<file path="src/rtl/multicycle_core.sv">
`default_nettype none
// ============================================================================
// Module      : multicycle_core
// Description : Multi-cycle CPU core. One FSM steps through FETCH, DECODE,
//               EXEC, MEM and WB. All steps share one register bank and one
//               ALU. A single req/ack port to unified memory carries both
//               instruction fetches and data accesses, so the core tolerates
//               memory with variable latency.
// Ports       : clk        rising-edge clock
//               reset      synchronous, active-high
//               mem_req    memory request, held until mem_ack
//               mem_we     1 = write (STR), 0 = read (fetch / LDR)
//               mem_addr   byte address [ADDR_W]
//               mem_wdata  store data [DATA_W]
//               mem_rdata  read data, valid in the ack cycle [DATA_W]
//               mem_ack    completes the transfer while mem_req is high
//               pc_out     current PC [ADDR_W]
//               zero       result of the last ALU-class EXEC was zero
//               halted     core is in HALT
// Revision    : 1.0 - initial release
// ============================================================================
module multicycle_core #(
    parameter int                DATA_W   = 32,
    parameter int                ADDR_W   = 32,
    parameter int                REG_N    = 16,
    parameter logic [ADDR_W-1:0] RESET_PC = '0
) (
    input  logic              clk,
    input  logic              reset,
    output logic              mem_req,
    output logic              mem_we,
    output logic [ADDR_W-1:0] mem_addr,
    output logic [DATA_W-1:0] mem_wdata,
    input  logic [DATA_W-1:0] mem_rdata,
    input  logic              mem_ack,
    output logic [ADDR_W-1:0] pc_out,
    output logic              zero,
    output logic              halted
);

    localparam logic [2:0] c_ST_FETCH  = 3'd0;
    localparam logic [2:0] c_ST_DECODE = 3'd1;
    localparam logic [2:0] c_ST_EXEC   = 3'd2;
    localparam logic [2:0] c_ST_MEM    = 3'd3;
    localparam logic [2:0] c_ST_WB     = 3'd4;
    localparam logic [2:0] c_ST_HALT   = 3'd5;

    localparam logic [3:0] c_OP_ADD  = 4'd0;
    localparam logic [3:0] c_OP_SUB  = 4'd1;
    localparam logic [3:0] c_OP_AND  = 4'd2;
    localparam logic [3:0] c_OP_ORR  = 4'd3;
    localparam logic [3:0] c_OP_ADDI = 4'd4;
    localparam logic [3:0] c_OP_LDR  = 4'd5;
    localparam logic [3:0] c_OP_STR  = 4'd6;
    localparam logic [3:0] c_OP_CBZ  = 4'd7;
    localparam logic [3:0] c_OP_B    = 4'd8;
    localparam logic [3:0] c_OP_HALT = 4'd15;

    localparam logic [ADDR_W-1:0] c_PC_STEP = ADDR_W'(4);

    logic [2:0]        r_state;
    logic [ADDR_W-1:0] r_pc;
    logic [31:0]       r_ir;
    logic [DATA_W-1:0] r_a;
    logic [DATA_W-1:0] r_b;
    logic [15:0]       r_imm;
    logic [DATA_W-1:0] r_result;
    logic              r_zero;

    logic [3:0]        w_op;
    logic [3:0]        w_rd;
    logic [3:0]        w_rn;
    logic [3:0]        w_rm;
    logic [3:0]        w_bIdx;
    logic [DATA_W-1:0] w_simm;
    logic [ADDR_W-1:0] w_brOff;
    logic [DATA_W-1:0] w_aluOut;
    logic [31:0]       w_fetchWord;
    logic              w_wbEn;
    logic [DATA_W-1:0] w_regFile [16];

    assign w_op   = r_ir[31:28];
    assign w_rd   = r_ir[27:24];
    assign w_rn   = r_ir[23:20];
    assign w_rm   = r_ir[19:16];
    // STR reads its data register through the B operand path.
    assign w_bIdx = (w_op == c_OP_STR) ? w_rd : w_rm;

    assign w_simm      = DATA_W'($signed(r_imm));
    // The 18-bit {imm,00} is the byte offset simm<<2. Sign-extend it (or
    // truncate it) to the PC width.
    assign w_brOff     = ADDR_W'($signed({r_imm, 2'b00}));
    assign w_fetchWord = 32'(mem_rdata);
    assign w_wbEn      = (r_state == c_ST_WB);

    // ------------------------------------------------------------------------
    // Register bank. R0 and every index at or above REG_N are hard zeros, so a
    // read needs no range check and writes to those indices have no effect.
    // ------------------------------------------------------------------------
    genvar gi;
    generate
        for (gi = 0; gi < 16; gi++) begin : g_regs
            if (gi == 0 || gi >= REG_N) begin : g_zero
                assign w_regFile[gi] = '0;
            end else begin : g_store
                logic [DATA_W-1:0] r_val;
                always_ff @(posedge clk) begin
                    if (reset) begin
                        r_val <= '0;
                    end else if (w_wbEn && (w_rd == 4'(gi))) begin
                        r_val <= r_result;
                    end
                end
                assign w_regFile[gi] = r_val;
            end
        end
    endgenerate

    // ------------------------------------------------------------------------
    // ALU. LDR and STR reuse the ADDI path to form the address.
    // ------------------------------------------------------------------------
    always_comb begin
        w_aluOut = '0;
        case (w_op)
            c_OP_ADD:                      w_aluOut = r_a + r_b;
            c_OP_SUB:                      w_aluOut = r_a - r_b;
            c_OP_AND:                      w_aluOut = r_a & r_b;
            c_OP_ORR:                      w_aluOut = r_a | r_b;
            c_OP_ADDI, c_OP_LDR, c_OP_STR: w_aluOut = r_a + w_simm;
            default:                       w_aluOut = '0;
        endcase
    end

    // ------------------------------------------------------------------------
    // Sequencer
    // ------------------------------------------------------------------------
    always_ff @(posedge clk) begin
        if (reset) begin
            r_state  <= c_ST_FETCH;
            r_pc     <= RESET_PC;
            r_ir     <= '0;
            r_a      <= '0;
            r_b      <= '0;
            r_imm    <= '0;
            r_result <= '0;
            r_zero   <= 1'b0;
        end else begin
            case (r_state)
                c_ST_FETCH: begin
                    if (mem_ack) begin
                        r_ir    <= w_fetchWord;
                        r_state <= c_ST_DECODE;
                    end
                end
                c_ST_DECODE: begin
                    r_a     <= w_regFile[w_rn];
                    r_b     <= w_regFile[w_bIdx];
                    r_imm   <= r_ir[15:0];
                    r_state <= c_ST_EXEC;
                end
                c_ST_EXEC: begin
                    r_result <= w_aluOut;
                    if (w_op <= c_OP_STR) begin
                        r_zero <= (w_aluOut == '0);
                    end
                    case (w_op)
                        c_OP_ADD, c_OP_SUB, c_OP_AND, c_OP_ORR, c_OP_ADDI: begin
                            r_state <= c_ST_WB;
                        end
                        c_OP_LDR, c_OP_STR: begin
                            r_state <= c_ST_MEM;
                        end
                        c_OP_CBZ: begin
                            r_pc    <= (r_a == '0) ? (r_pc + w_brOff) : (r_pc + c_PC_STEP);
                            r_state <= c_ST_FETCH;
                        end
                        c_OP_B: begin
                            r_pc    <= r_pc + w_brOff;
                            r_state <= c_ST_FETCH;
                        end
                        c_OP_HALT: begin
                            r_state <= c_ST_HALT;
                        end
                        default: begin
                            r_pc    <= r_pc + c_PC_STEP;
                            r_state <= c_ST_FETCH;
                        end
                    endcase
                end
                c_ST_MEM: begin
                    if (mem_ack) begin
                        if (w_op == c_OP_STR) begin
                            r_pc    <= r_pc + c_PC_STEP;
                            r_state <= c_ST_FETCH;
                        end else begin
                            // Load data goes into r_result, so WB needs only one write source.
                            r_result <= mem_rdata;
                            r_state  <= c_ST_WB;
                        end
                    end
                end
                c_ST_WB: begin
                    r_pc    <= r_pc + c_PC_STEP;
                    r_state <= c_ST_FETCH;
                end
                c_ST_HALT: begin
                    r_state <= c_ST_HALT;
                end
                default: begin
                    r_state <= c_ST_FETCH;
                end
            endcase
        end
    end

    // ------------------------------------------------------------------------
    // Memory port and status. Every output comes from registers only, so all
    // of them stay stable while an access waits for ack.
    // ------------------------------------------------------------------------
    always_comb begin
        mem_req   = (r_state == c_ST_FETCH) || (r_state == c_ST_MEM);
        mem_we    = (r_state == c_ST_MEM) && (w_op == c_OP_STR);
        mem_addr  = (r_state == c_ST_MEM) ? ADDR_W'(r_result) : r_pc;
        mem_wdata = r_b;
        pc_out    = r_pc;
        zero      = r_zero;
        halted    = (r_state == c_ST_HALT);
    end

endmodule
`default_nettype wire

</file>
<file path="config.mk">
export PLATFORM = sky130hd
export DESIGN_NAME = multicycle_core
export DESIGN_NICKNAME = d
export VERILOG_FILES = /design/src/rtl/multicycle_core.sv
export SDC_FILE = /design/constraint.sdc
export NUM_CORES = 2
export LEC_CHECK = 0
export CAP_MARGIN = 20
export CELL_PAD_IN_SITES_DETAIL_PLACEMENT = 1
export CELL_PAD_IN_SITES_GLOBAL_PLACEMENT = 1
export CORE_ASPECT_RATIO = 0.7
export CORE_UTILIZATION = 42
export CTS_CLUSTER_SIZE = 25
export DETAILED_ROUTE_END_ITERATION = 8
export GPL_TIMING_DRIVEN = 0
export PLACE_DENSITY = 0.74
export SLEW_MARGIN = 20
export SYNTH_ARGS = -nofsm -noshare
export SYNTH_HDL_FRONTEND = slang
export SYNTH_SLANG_ARGS = --single-unit
</file>
<file path="constraint.sdc">
create_clock -name clk -period 4.3 [get_ports clk]
set_clock_uncertainty 0.05 [all_clocks]
set_input_delay 1.075 -clock clk [delete_from_list [all_inputs] [get_ports clk]]
set_output_delay 1.075 -clock clk [all_outputs]
set_load 0.005 [all_outputs]
</file>
==> impl_metrics.toml <==
[status]
status = "finished with violations"
failed_checks = "negative setup slack"

[synthesis]
yosys.area.top_type = "dfxtp_1"
synth-xor-area-share = 0.00926
synth_edf_count = 0
synthCells = 5061
synth_adder_area_share = 0.0241
ys_seq_area_frac = 0.348
synth_warnings = 0
synth_simple_gate_area_frac = 0.244
synth_top_family_by_area = "simple AND/OR/NAND/NOR gates"
ys.flop_type = "dfxtp_1"
ys_seq_elements = 658
avgSynthCellArea_um2 = 7.48
synth_compound_area_frac = 0.226
synth_area_leaders = "dfxtp_1, nand2_1, a21oi_1"
async_reset_ff_frac = 0
muxShareOfSynthArea = 0.0969
synth_cell_types = 86
synth_area_um2 = 37800
synth_top_area_frac = 0.348

[sta]
setup_viol = 22
relSlewSlack = 0.172
fin_crit_sh = 1.24
setup_slack_ps = -1030
period_minus_slack_ps = 5330
tns_ps = -17000
slew_viol_final = 0
rsz0062_at_grt = "true"
max_freq_mhz = 188
worst_slew_pin_slew_ps = 1240
hold_violations = 0

[pwr]
power_density_nw_per_um2 = 334
ir_worst_vdd_uv = 275
p_leak_nw = 15.2

[global_route]
grt_pass1_vias = 39900
globalRouteOverflowTotal = 0
antenna_found_initial = 11
grt_pass1_wl_mm = 282
track_usage = 0.422
grt_start_max_net_pins = 20

[finish]
area_growth_pct = 19.0
multi_input_comb_area_um2 = 24000
fin_cells = 6555
final_core_util = 0.508
drive_gt1_frac = 0.119
regArea_um2 = 13200
design_area_um2 = 45000
fill_cells = 11000
layout_common_cells = "nand2_1, a21oi_1, dfxtp_1"
layout_commonest_cell = "nand2_1"
nets = 5444

[cts]
clock-sinks = 658
cts_tree = "built"
cts_root_buffer = "clkbuf_16"
clk_pin_slew_worst_paths_ps = 70
htreeDepth = 3
clk_latency_ps = 670
numCtsBuffers = 72
clockBufferDepth = 3

[detailed_routing]
ant_nets = 0
wirelength_mm = 198
drc_errors = 0
routed_via_density = 6.52
drtIter0Drc = 5849
wl_per_cell_um = 30.2
vias = 42700
drt_pass1_iterations = 6

[floorplan]
rows = 91
dieArea_um2 = 91300
die_w_um = 361
start_util = 0.427
core_area_um2 = 88700
fp.dieH_um = 253
num_io_pins = 135

[placement]
dpl.hpwl_mm = 157
numPortBuffers = 131
post_dp_cell_area_um2 = 40700
placed_cells = 6357
place.gp.congestion = 1.12

[setup_path]
startpoint_type = "register"
cp_max_fo = 4
critical_path_class = "reg -> reg"
worstPathArrival_ps = 5890
cp_data_required_time_ps = 4860
r2r_setup_slack_ps = -1030
critPathCaptureType = "register"

[hold_path]
hold_class = "reg -> reg"

[run]
max_cap_violations = 0
-- critical path: stages (launching register included) --
cell	delay (ps)
dfxtp_4	360
or3_4	400
nor3_4	140
nand2b_1	120
or3_4	380
or2_4	240
or3_4	390
a222oi_1	450
inv_1	180
ha_4	210
or2_4	230
o22a_1	250
and4b_1	260
a311oi_4	260
o31ai_4	160
nor3_4	200
nand4_1	340
nor4_4	420
nand4_1	140
nand2_1	90
-- cell usage after synthesis, types with 13 or more instances --
master / count
dfxtp_1: 658
a21o_1: 43
inv_1: 23
xnor2_1: 20
nor2_1: 267
buf_1: 30
nor2b_1: 13
and3_1: 19
and2_1: 109
o211ai_1: 14
nand2_1: 1511
a221o_1: 13
o21ai_0: 108
a22o_1: 34
nand2b_1: 15
mux2i_1: 40
ha_1: 68
o2111ai_1: 14
nor3_1: 91
nand3_1: 50
o21ai_1: 30
xor2_1: 20
a311oi_1: 70
mux4_2: 128
or3_1: 13
a21oi_1: 713
nor4_1: 21
a22oi_1: 17
nand4_1: 24
clkbuf_1: 438
mux2_2: 34
a31oi_1: 46
a211oi_1: 198
-- path summary, 6_finish.rpt --
path                                           startpoint                      to  depth (start not counted)
worst max register to register  mem_wdata[2]$_SDFFE_PP0P_       zero$_SDFFE_PP0P_                         19
worst max-delay path            mem_wdata[2]$_SDFFE_PP0P_       zero$_SDFFE_PP0P_                         19
worst min register to register      r_ir[12]$_SDFFE_PP0P_  r_imm[12]$_SDFFE_PP0P_                          2
worst min-delay path                r_ir[12]$_SDFFE_PP0P_  r_imm[12]$_SDFFE_PP0P_                          2
-- cell families after synthesis --
logic type               count (synthesis)
AO/OA/AOI/OAI                         1393
XOR/XNOR                                40
adder cells (fa/ha/maj)                 72
buffers and inverters                  504
flip-flops                             658
multiplexers                           202
other                                    1
AND/OR/NAND/NOR                       2191
-- power breakdown --
group | internal, mW | switching, mW
clock network | 3.59 | 2.78
registers | 6.16 | 0.147
logic | 0.718 | 1.66
-- per-stage QoR --
stage / power, mW / worst slack [ps] / hold WS (ps)
floorplan: 7.49 / -188 / 382
global placement: 8.34 / -1620 / 393
detailed placement: 8.38 / -1670 / 397
CTS: 14.8 / -871 / 407
global route: 15.4 / -1100 / 431
finish: 15.1 / -1030 / 406
-- area by class of cell --
class,count,share of cell area
Sequential cell,658,0.293
Tap cell,1162,0.0323
Clock inverter,13,0.00306
Timing Repair Buffer,212,0.0444
Clock buffer,112,0.0483
Buffer,472,0.0442
Multi-Input combinational cell,3900,0.533
Inverter,23,0.00192
Antenna cell,3,0.000167
-- per-layer routing --
metal  vias up  track usage  part of all wire
met2      2388        0.582              0.39
met3       461        0.142              0.13
met1     21500        0.605              0.43
met4        12        0.140             0.040
met5         -            0           0.00057
li1      18300            -                 -
-- state kept, by name, indices dropped and copies added (netlist names) --
register              flops
r_ir                     32
r_imm                    16
r_result                 32
g_regs.g_store.r_val    480
zero                      1
pc_out                   30
r_state                   3
r_a                      32
mem_wdata                32
-- repair_timing --
item	CTS	global route
setup buffers	58	26
endpoints found under the setup margin	105	83
hold buffers	0	0
pin swaps	64	68
resized for setup	250	134
cloned	0	0
Note: power is estimated with default switching activity, not from simulation.
